`config.mk`:
```
export PLATFORM = sky130hd
export DESIGN_NAME = ex_mem_reg
export DESIGN_NICKNAME = d
export VERILOG_FILES = /design/src/rtl/ex_mem_reg_pkg.sv /design/src/rtl/ex_mem_reg_branch_cond.sv /design/src/rtl/ex_mem_reg.sv
export SDC_FILE = /design/constraint.sdc
export NUM_CORES = 1
export LEC_CHECK = 0
export CAP_MARGIN = 20
export CORE_ASPECT_RATIO = 1.25
export CORE_MARGIN = 1
export CORE_UTILIZATION = 43
export DETAILED_ROUTE_END_ITERATION = 6
export HOLD_SLACK_MARGIN = 0.02
export MAX_ROUTING_LAYER = met4
export PLACE_DENSITY = 0.89
export SYNTH_ARGS = -nofsm -noshare
export SYNTH_HDL_FRONTEND = slang
export SYNTH_SLANG_ARGS = --single-unit
```
`constraint.sdc`:
```
create_clock -name clk -period 2.65 [get_ports clk]
set_input_delay 0.53 -clock clk [delete_from_list [all_inputs] [get_ports clk]]
set_output_delay 0.53 -clock clk [all_outputs]
set_load 0.005 [all_outputs]
```
`src/rtl/ex_mem_reg_pkg.sv`:
```
// Shared pipeline definitions for the EX/MEM boundary: datapath widths and branch-type codes.
package ex_mem_reg_pkg;

  localparam int unsigned DataW = 32;
  localparam int unsigned RegW  = 5;

  // ex_branch encoding; 2'b11 is reserved and resolves as "no branch".
  localparam logic [1:0] BR_NONE = 2'b00;
  localparam logic [1:0] BR_BEQ  = 2'b01;
  localparam logic [1:0] BR_BNE  = 2'b10;

endpackage

```
`src/rtl/ex_mem_reg_branch_cond.sv`:
```
// Combinational branch resolution from (valid, branch type, ALU zero).
// Shared with the ID stage for early-branch experiments.
module branch_cond
  import ex_mem_reg_pkg::*;
(
  input  logic       valid,
  input  logic [1:0] branch,
  input  logic       zero,
  output logic       taken
);

  always_comb begin
    taken = 1'b0;
    case (branch)
      BR_BEQ:  taken = valid & zero;
      BR_BNE:  taken = valid & ~zero;
      default: taken = 1'b0;
    endcase
  end

endmodule

```
`src/rtl/ex_mem_reg.sv`:
```
// EX/MEM pipeline register with branch resolution, stall and flush.
// Optional MEM->EX bypass compare is built when EX_MEM_BYPASS_EN is defined.
module ex_mem_reg
  import ex_mem_reg_pkg::*;
#(
  parameter int unsigned DATA_W = DataW,
  parameter int unsigned REG_W  = RegW
) (
  input  logic              clk,
  input  logic              rst_n,
  input  logic              stall,
  input  logic              flush,
  input  logic              ex_valid,
  input  logic [DATA_W-1:0] ex_alu_out,
  input  logic              ex_alu_zero,
  input  logic [DATA_W-1:0] ex_store_data,
  input  logic [REG_W-1:0]  ex_rd,
  input  logic              ex_regwrite,
  input  logic              ex_memread,
  input  logic              ex_memwrite,
  input  logic [1:0]        ex_branch,
  input  logic [DATA_W-1:0] ex_br_target,
`ifdef EX_MEM_BYPASS_EN
  input  logic [REG_W-1:0]  id_rs,
  input  logic [REG_W-1:0]  id_rt,
  output logic              fwd_hit_rs,
  output logic              fwd_hit_rt,
  output logic [DATA_W-1:0] fwd_data,
`endif
  output logic              mem_valid,
  output logic [DATA_W-1:0] mem_alu_out,
  output logic [DATA_W-1:0] mem_store_data,
  output logic [REG_W-1:0]  mem_rd,
  output logic              mem_regwrite,
  output logic              mem_memread,
  output logic              mem_memwrite,
  output logic              br_taken,
  output logic [DATA_W-1:0] br_target
);

  logic ex_taken;
  logic ex_rd_nonzero;

  branch_cond u_branch_cond (
    .valid  (ex_valid),
    .branch (ex_branch),
    .zero   (ex_alu_zero),
    .taken  (ex_taken)
  );

  // Writes to $zero are dropped here so downstream never sees them as real writes.
  assign ex_rd_nonzero = |ex_rd;

  always_ff @(posedge clk) begin
    if (!rst_n) begin
      mem_valid      <= 1'b0;
      mem_alu_out    <= '0;
      mem_store_data <= '0;
      mem_rd         <= '0;
      mem_regwrite   <= 1'b0;
      mem_memread    <= 1'b0;
      mem_memwrite   <= 1'b0;
      br_taken       <= 1'b0;
      br_target      <= '0;
    end else if (flush) begin
      // Bubble: only the qualifying bits are cleared, data fields keep their values.
      mem_valid    <= 1'b0;
      mem_regwrite <= 1'b0;
      mem_memread  <= 1'b0;
      mem_memwrite <= 1'b0;
      br_taken     <= 1'b0;
    end else if (!stall) begin
      mem_valid      <= ex_valid;
      mem_alu_out    <= ex_alu_out;
      mem_store_data <= ex_store_data;
      mem_rd         <= ex_rd;
      mem_regwrite   <= ex_valid & ex_regwrite & ex_rd_nonzero;
      mem_memread    <= ex_valid & ex_memread;
      mem_memwrite   <= ex_valid & ex_memwrite;
      br_taken       <= ex_taken;
      br_target      <= ex_br_target;
    end
  end

`ifdef EX_MEM_BYPASS_EN
  logic fwd_ok;

  // Loads are excluded: their value is only known after the memory access.
  assign fwd_ok     = mem_valid & mem_regwrite & ~mem_memread;
  assign fwd_hit_rs = fwd_ok & (mem_rd == id_rs);
  assign fwd_hit_rt = fwd_ok & (mem_rd == id_rt);
  assign fwd_data   = mem_alu_out;
`endif

endmodule
```
==> impl_metrics.yaml, run 1 <==
critical_path:
  startpoint_type: "input port"
  end_kind: "register"
  cp.arrival_ns: 2.15
  path_class: "input port to register"
  required_ns: 2.91
  path_max_fanout: 43
synth:
  ys_async_sr_fraction: 0
  ys_ff_latch: 106
  synth.avg_cell_area_um2: 9.43
  yosys_most_used_dff: "dfxtp_1"
  syn_inst: 463
  synth_warnings: 0
  synth_cell_types: 22
  synth_edf_count: 0
  synth_nets: 576
  netlist_area_um2: 4370
  ys_seq_area_frac: 0.486
cts:
  postCtsHoldBufs: 0
  numCtsBuffers: 9
  htree_levels: 3
  numClockSinks: 106
  clk_pin_slew_ns: 0.07
  cts_buffer_depth: 2
  cts_setup_buffers: 0
  insertion_delay_ns: 0.33
  cts_resized: 0
  cts-root-buf: "clkbuf_16"
  cts_tree: "built"
routing:
  post_drt_wl_per_cell_um: 14.4
  drt_iter0_markers: 120
  first_pass_iters: 4
  final_antenna_net_count: 0
  via_count: 3850
  drc: 0
  detail_route.vias_per_cell: 4.84
  wl_um: 11400
layout:
  final_nets: 777
  final_cell_count_no_fill: 795
  area_growth_syn_to_layout_pct: 55.8
  nFillCells: 741
  antennaDiodeCount: 0
  final_common_cell: "clkdlybuf4s50_1"
  drive_gt1_frac: 0.169
  final_cell_mix: "clkdlybuf4s50_1, nand2_1, dfxtp_1"
sta:
  skew_ns: 0
  fmax_mhz: 528
  grt_setup_unrepaired: "no"
  min_period_ns: 1.89
  setup_viol: 0
  worst_hold_slack_ns: 0.462
  timing.setup.tns_ns: 0
  final_min_period_over_clock_period: 0.714
  drv_slew: 0
  finalHoldViolCount: 0
  slew_headroom: 0.638
  worstMarginPinSlew_ns: 0.543
global_routing:
  antenna_found_initial: 0
  grt_pass1_wl_um: 18600
  grt_max_degree: 52
  grt_pass1_vias: 3966
  grt-ovfl-total: 0
  grt_usage: 0.230
die:
  fp.dieW_um: 92.1
  die-area_um2: 10600
  ios: 218
  die_y_um: 115
  fp.coreArea_um2: 9760
  start_util: 0.447
  rows: 40
placement:
  dp_hpwl_um: 8470
  place_congestion: 0.721
  dp_cells: 779
  numPortBuffers: 217
pwr:
  ir_drop_v: 0.000363
  cellPowerDensity_nw_per_um2: 518
  leakage_nw: 2.39
job:
  max_cap_viol_count: 0
run_status:
  status: "finished clean"
min_path:
  min_path_type: "register to register"
==> critical path, cell delays in order <==
cell and delay (ns):
clkdlybuf4s50_1 0.65, or2_4 0.44, buf_12 0.26, nand2_1 0.07, a21boi_0 0.17
==> cell families after synthesis <==
logic type / Yosys count / share of synthesized area
compound gates: 106 / 0.258
simple gates: 215 / 0.190
xor+xnor: 1 / 0.00201
buf+inv: 34 / 0.0607
flops: 106 / 0.486
fa+ha+maj: 1 / 0.00286
==> metrics by stage <==
| stage | setup WS [ns] | cell area, µm² | power (mW) | util |
|---|---|---|---|---|
| after floorplan | 1.34 | 4370 | 1.97 | - |
| after global placement | 0.455 | 6520 | 2.29 | 0.668 |
| after detailed placement | 0.397 | 6520 | 2.30 | 0.668 |
| after CTS | 0.752 | 6800 | 3.56 | 0.697 |
| after global routing | 0.608 | 6800 | 3.68 | 0.697 |
| final | 0.758 | 6800 | 3.52 | 0.697 |
==> flip-flops by register name (all words and copies together), names as in the netlist <==
name	flops
br_taken	1
br_target	32
mem_alu_out	32
mem_memread	1
mem_memwrite	1
mem_rd	5
mem_regwrite	1
mem_store_data	32
mem_valid	1
==> cell type report <==
type,count,area [µm²],share of cell area
clock inverters,2,10.0,0.00147
repair buffers,223,2250,0.331
multi-input cells,323,1990,0.292
flip-flops and latches,106,2120,0.312
clock buffers,14,274,0.0403
well taps,126,158,0.0232
inverters,1,3.75,0.000552
==> power breakdown <==
group | leakage [nW] | total [mW] | internal, mW | switching, mW
sequential | 0.866 | 1.70 | 1.66 | 0.0369
combinational | 1.38 | 0.564 | 0.357 | 0.206
clock | 0.143 | 1.26 | 0.712 | 0.545
total | 2.39 | 3.52 | 2.73 | 0.789
==> synth_stat cells (2+ instances only) <==
master / count / area [µm²]
nand2_1: 204 / 766
buf_8: 9 / 135
buf_2: 10 / 50.1
a21boi_2: 90 / 1010
a21oi_1: 2 / 10.0
buf_4: 2 / 15.0
a21boi_0: 11 / 82.6
nor2_1: 5 / 18.8
a22oi_1: 2 / 15.0
clkbuf_1: 11 / 41.3
dfxtp_1: 106 / 2120
==> metal layers <==
layer,vias up,global-route usage,part of all wire
li1,1888,-,-
met1,1762,0.250,0.40
met2,167,0.397,0.50
met3,33,0.0485,0.064
met4,0,0.116,0.036
met5,-,-,0
==> worst paths after layout <==
kind | endpoint | slack (ns) | cells past startpoint | start
min reg2reg | mem_alu_out[14]$_SDFFE_PN0P_ | 0.46 | 2 | mem_alu_out[14]$_SDFFE_PN0P_
max reg2reg | mem_regwrite$_SDFFE_PP0N_ | 1.93 | 2 | mem_regwrite$_SDFFE_PP0N_
max | mem_alu_out[20]$_SDFFE_PN0P_ | 0.76 | 5 | stall
min | mem_alu_out[14]$_SDFFE_PN0P_ | 0.46 | 2 | mem_alu_out[14]$_SDFFE_PN0P_
Note: power is estimated with default switching activity, not from simulation.
==> inputs of run 2 (changes only) <==
Settings changed: CORE_UTILIZATION 43 to 40, PLACE_DENSITY 0.89 to 0.84.
Clock period 2.65 ns to 1.9 ns, I/O delays scaled along.
==> run 2 against run 1 <==
Utilization shrank 5.0 points. Setup slack got worse by 0.46 ns. Global-route usage shrank 2.2 points. First-iteration DRC count grew 0.83%. Register-to-register slack lost 0.72 ns. Clock power up 46%. Total power is 42% higher. Combinational power rose by 41%. Die area grew 7.3%.
==> impl_metrics.yaml, run 2 (same netlist as run 1, synthesis figures left out) <==
layout:
  final_cell_mix: "clkdlybuf4s50_1, nand2_1, dfxtp_1"
  final_nets: 780
  largestRegisters: "br_target (32), mem_alu_out (32), mem_store_data (32)"
  antennaDiodeCount: 0
  fin_area_um2: 6870
  area_growth_syn_to_layout_pct: 57.3
  multi_input_area_um2: 1990
  regArea_um2: 2120
  nFillCells: 855
  drive_gt1_frac: 0.174
  utilization: 0.647
  final_common_cell: "clkdlybuf4s50_1"
die:
  fp.dieW_um: 95.5
  fp.coreArea_um2: 10600
  rows: 42
  ios: 218
  die_y_um: 119
  start_util: 0.411
  die-area_um2: 11300
global_routing:
  grt_pass1_vias: 3974
  grt_usage: 0.208
  antenna_found_initial: 0
  grt_pass1_wl_um: 17800
  grt_max_degree: 55
  grt-ovfl-total: 0
critical_path:
  path_max_fanout: 2
  r2r-start: "mem_alu_out[21]$_SDFFE_PN0P_"
  required_ns: 1.52
  reg2reg_setup_slack_ns: 1.21
  end_kind: "output port"
  r2r-end: "mem_alu_out[21]$_SDFFE_PN0P_"
  cp.arrival_ns: 1.22
  max_stage_delay_ns: 0.52
  crit_buf_inv: 1
  path_cells: "clkdlybuf4s50_1"
  crit_family: "buffers and inverters"
  startpoint_type: "register"
  path_class: "register to output port"
  rr_worst_depth: 2
  cp_slowest_cell: "clkdlybuf4s50_1"
cts:
  cts_buffer_depth: 2
  clk_pin_slew_ns: 0.07
  htree_levels: 3
  postCtsHoldBufs: 0
  numClockSinks: 106
  cts_tree: "built"
  insertion_delay_ns: 0.34
  cts_setup_buffers: 0
  numCtsBuffers: 9
  cts-root-buf: "clkbuf_16"
  cts_resized: 0
sta:
  worstMarginPinSlew_ns: 0.398
  grt_setup_unrepaired: "no"
  worst_hold_slack_ns: 0.336
  finalHoldViolCount: 0
  timing.setup.tns_ns: 0
  min_period_ns: 1.60
  slew_headroom: 0.735
  fmax_mhz: 624
  drv_slew: 0
  final_min_period_over_clock_period: 0.844
  fin_ws_ns: 0.297
  skew_ns: 0
  setup_viol: 0
job:
  max_cap_viol_count: 0
routing:
  wl_um: 11400
  post_drt_wl_per_cell_um: 14.2
  via_count: 3887
  detail_route.vias_per_cell: 4.84
  drc: 0
  drt_iter0_markers: 121
  first_pass_iters: 4
  final_antenna_net_count: 0
pwr:
  ir_drop_v: 0.000465
  leakage_nw: 2.41
  cellPowerDensity_nw_per_um2: 730
min_path:
  hp-start: "rst_n"
  whs_path_depth: 2
  min_path_type: "input port to register"
  holdPathEnd: "mem_alu_out[20]$_SDFFE_PN0P_"
run_status:
  status: "finished clean"
placement:
  numPortBuffers: 217
  place_congestion: 0.895
  placed_area_um2: 6580
  post-place-ws_ns: 0.122
  dp_hpwl_um: 8470
[run 2: cell types whose count changed in the layout (fill, tap and decap cells not counted), sizes merged]
cell      change
bufinv        +1
clkbuf        -4
buf           +3
clkinvlp      +2
[run 2: worst max path at each step]
stage | startpoint | end | slack (ns) | depth (start not counted)
2_1_floorplan | ex_rd[0] | mem_regwrite$_SDFFE_PP0N_ | 0.74 | 3
3_3_place_gp | stall | mem_alu_out[22]$_SDFFE_PN0P_ | 0.21 | 5
3_5_place_dp | stall | mem_alu_out[21]$_SDFFE_PN0P_ | 0.12 | 5
4_1_cts | mem_alu_out[27]$_SDFFE_PN0P_ | mem_alu_out[27] | 0.27 | 1
5_1_grt | br_target[5]$_SDFFE_PN0P_ | br_target[5] | 0.24 | 1
6_report | mem_alu_out[27]$_SDFFE_PN0P_ | mem_alu_out[27] | 0.30 | 1
[run 2: metal layers]
layer  routed length, µm  share of wire  global-route usage  vias up
li1                    -              -                   -     1892
met1                4470           0.39               0.222     1794
met3                1000          0.088              0.0613       25
met5                   0              0                   -        -
met4                 270          0.024              0.0812        0
met2                5670           0.50               0.355      176
[run 2: area by class of cell]
type,count,area share
Clock buffer,10,0.0348
Clock inverter,5,0.00801
Inverter,1,0.000546
Multi-Input combinational cell,323,0.289
Sequential cell,106,0.309
Tap cell,132,0.0240
Timing Repair Buffer,226,0.334
[run 2: per-stage QoR]
stage	power, mW	std cells
CTS	5.06	803
floorplan	2.74	463
finish	5.01	803
global route	5.22	803
global placement	3.20	788
detailed placement	3.22	788
[run 2: where the power goes]
part	total (mW)	internal (mW)	switching, mW
sequential	2.37	2.32	0.0516
clock	1.84	1.05	0.796
combinational	0.797	0.509	0.288
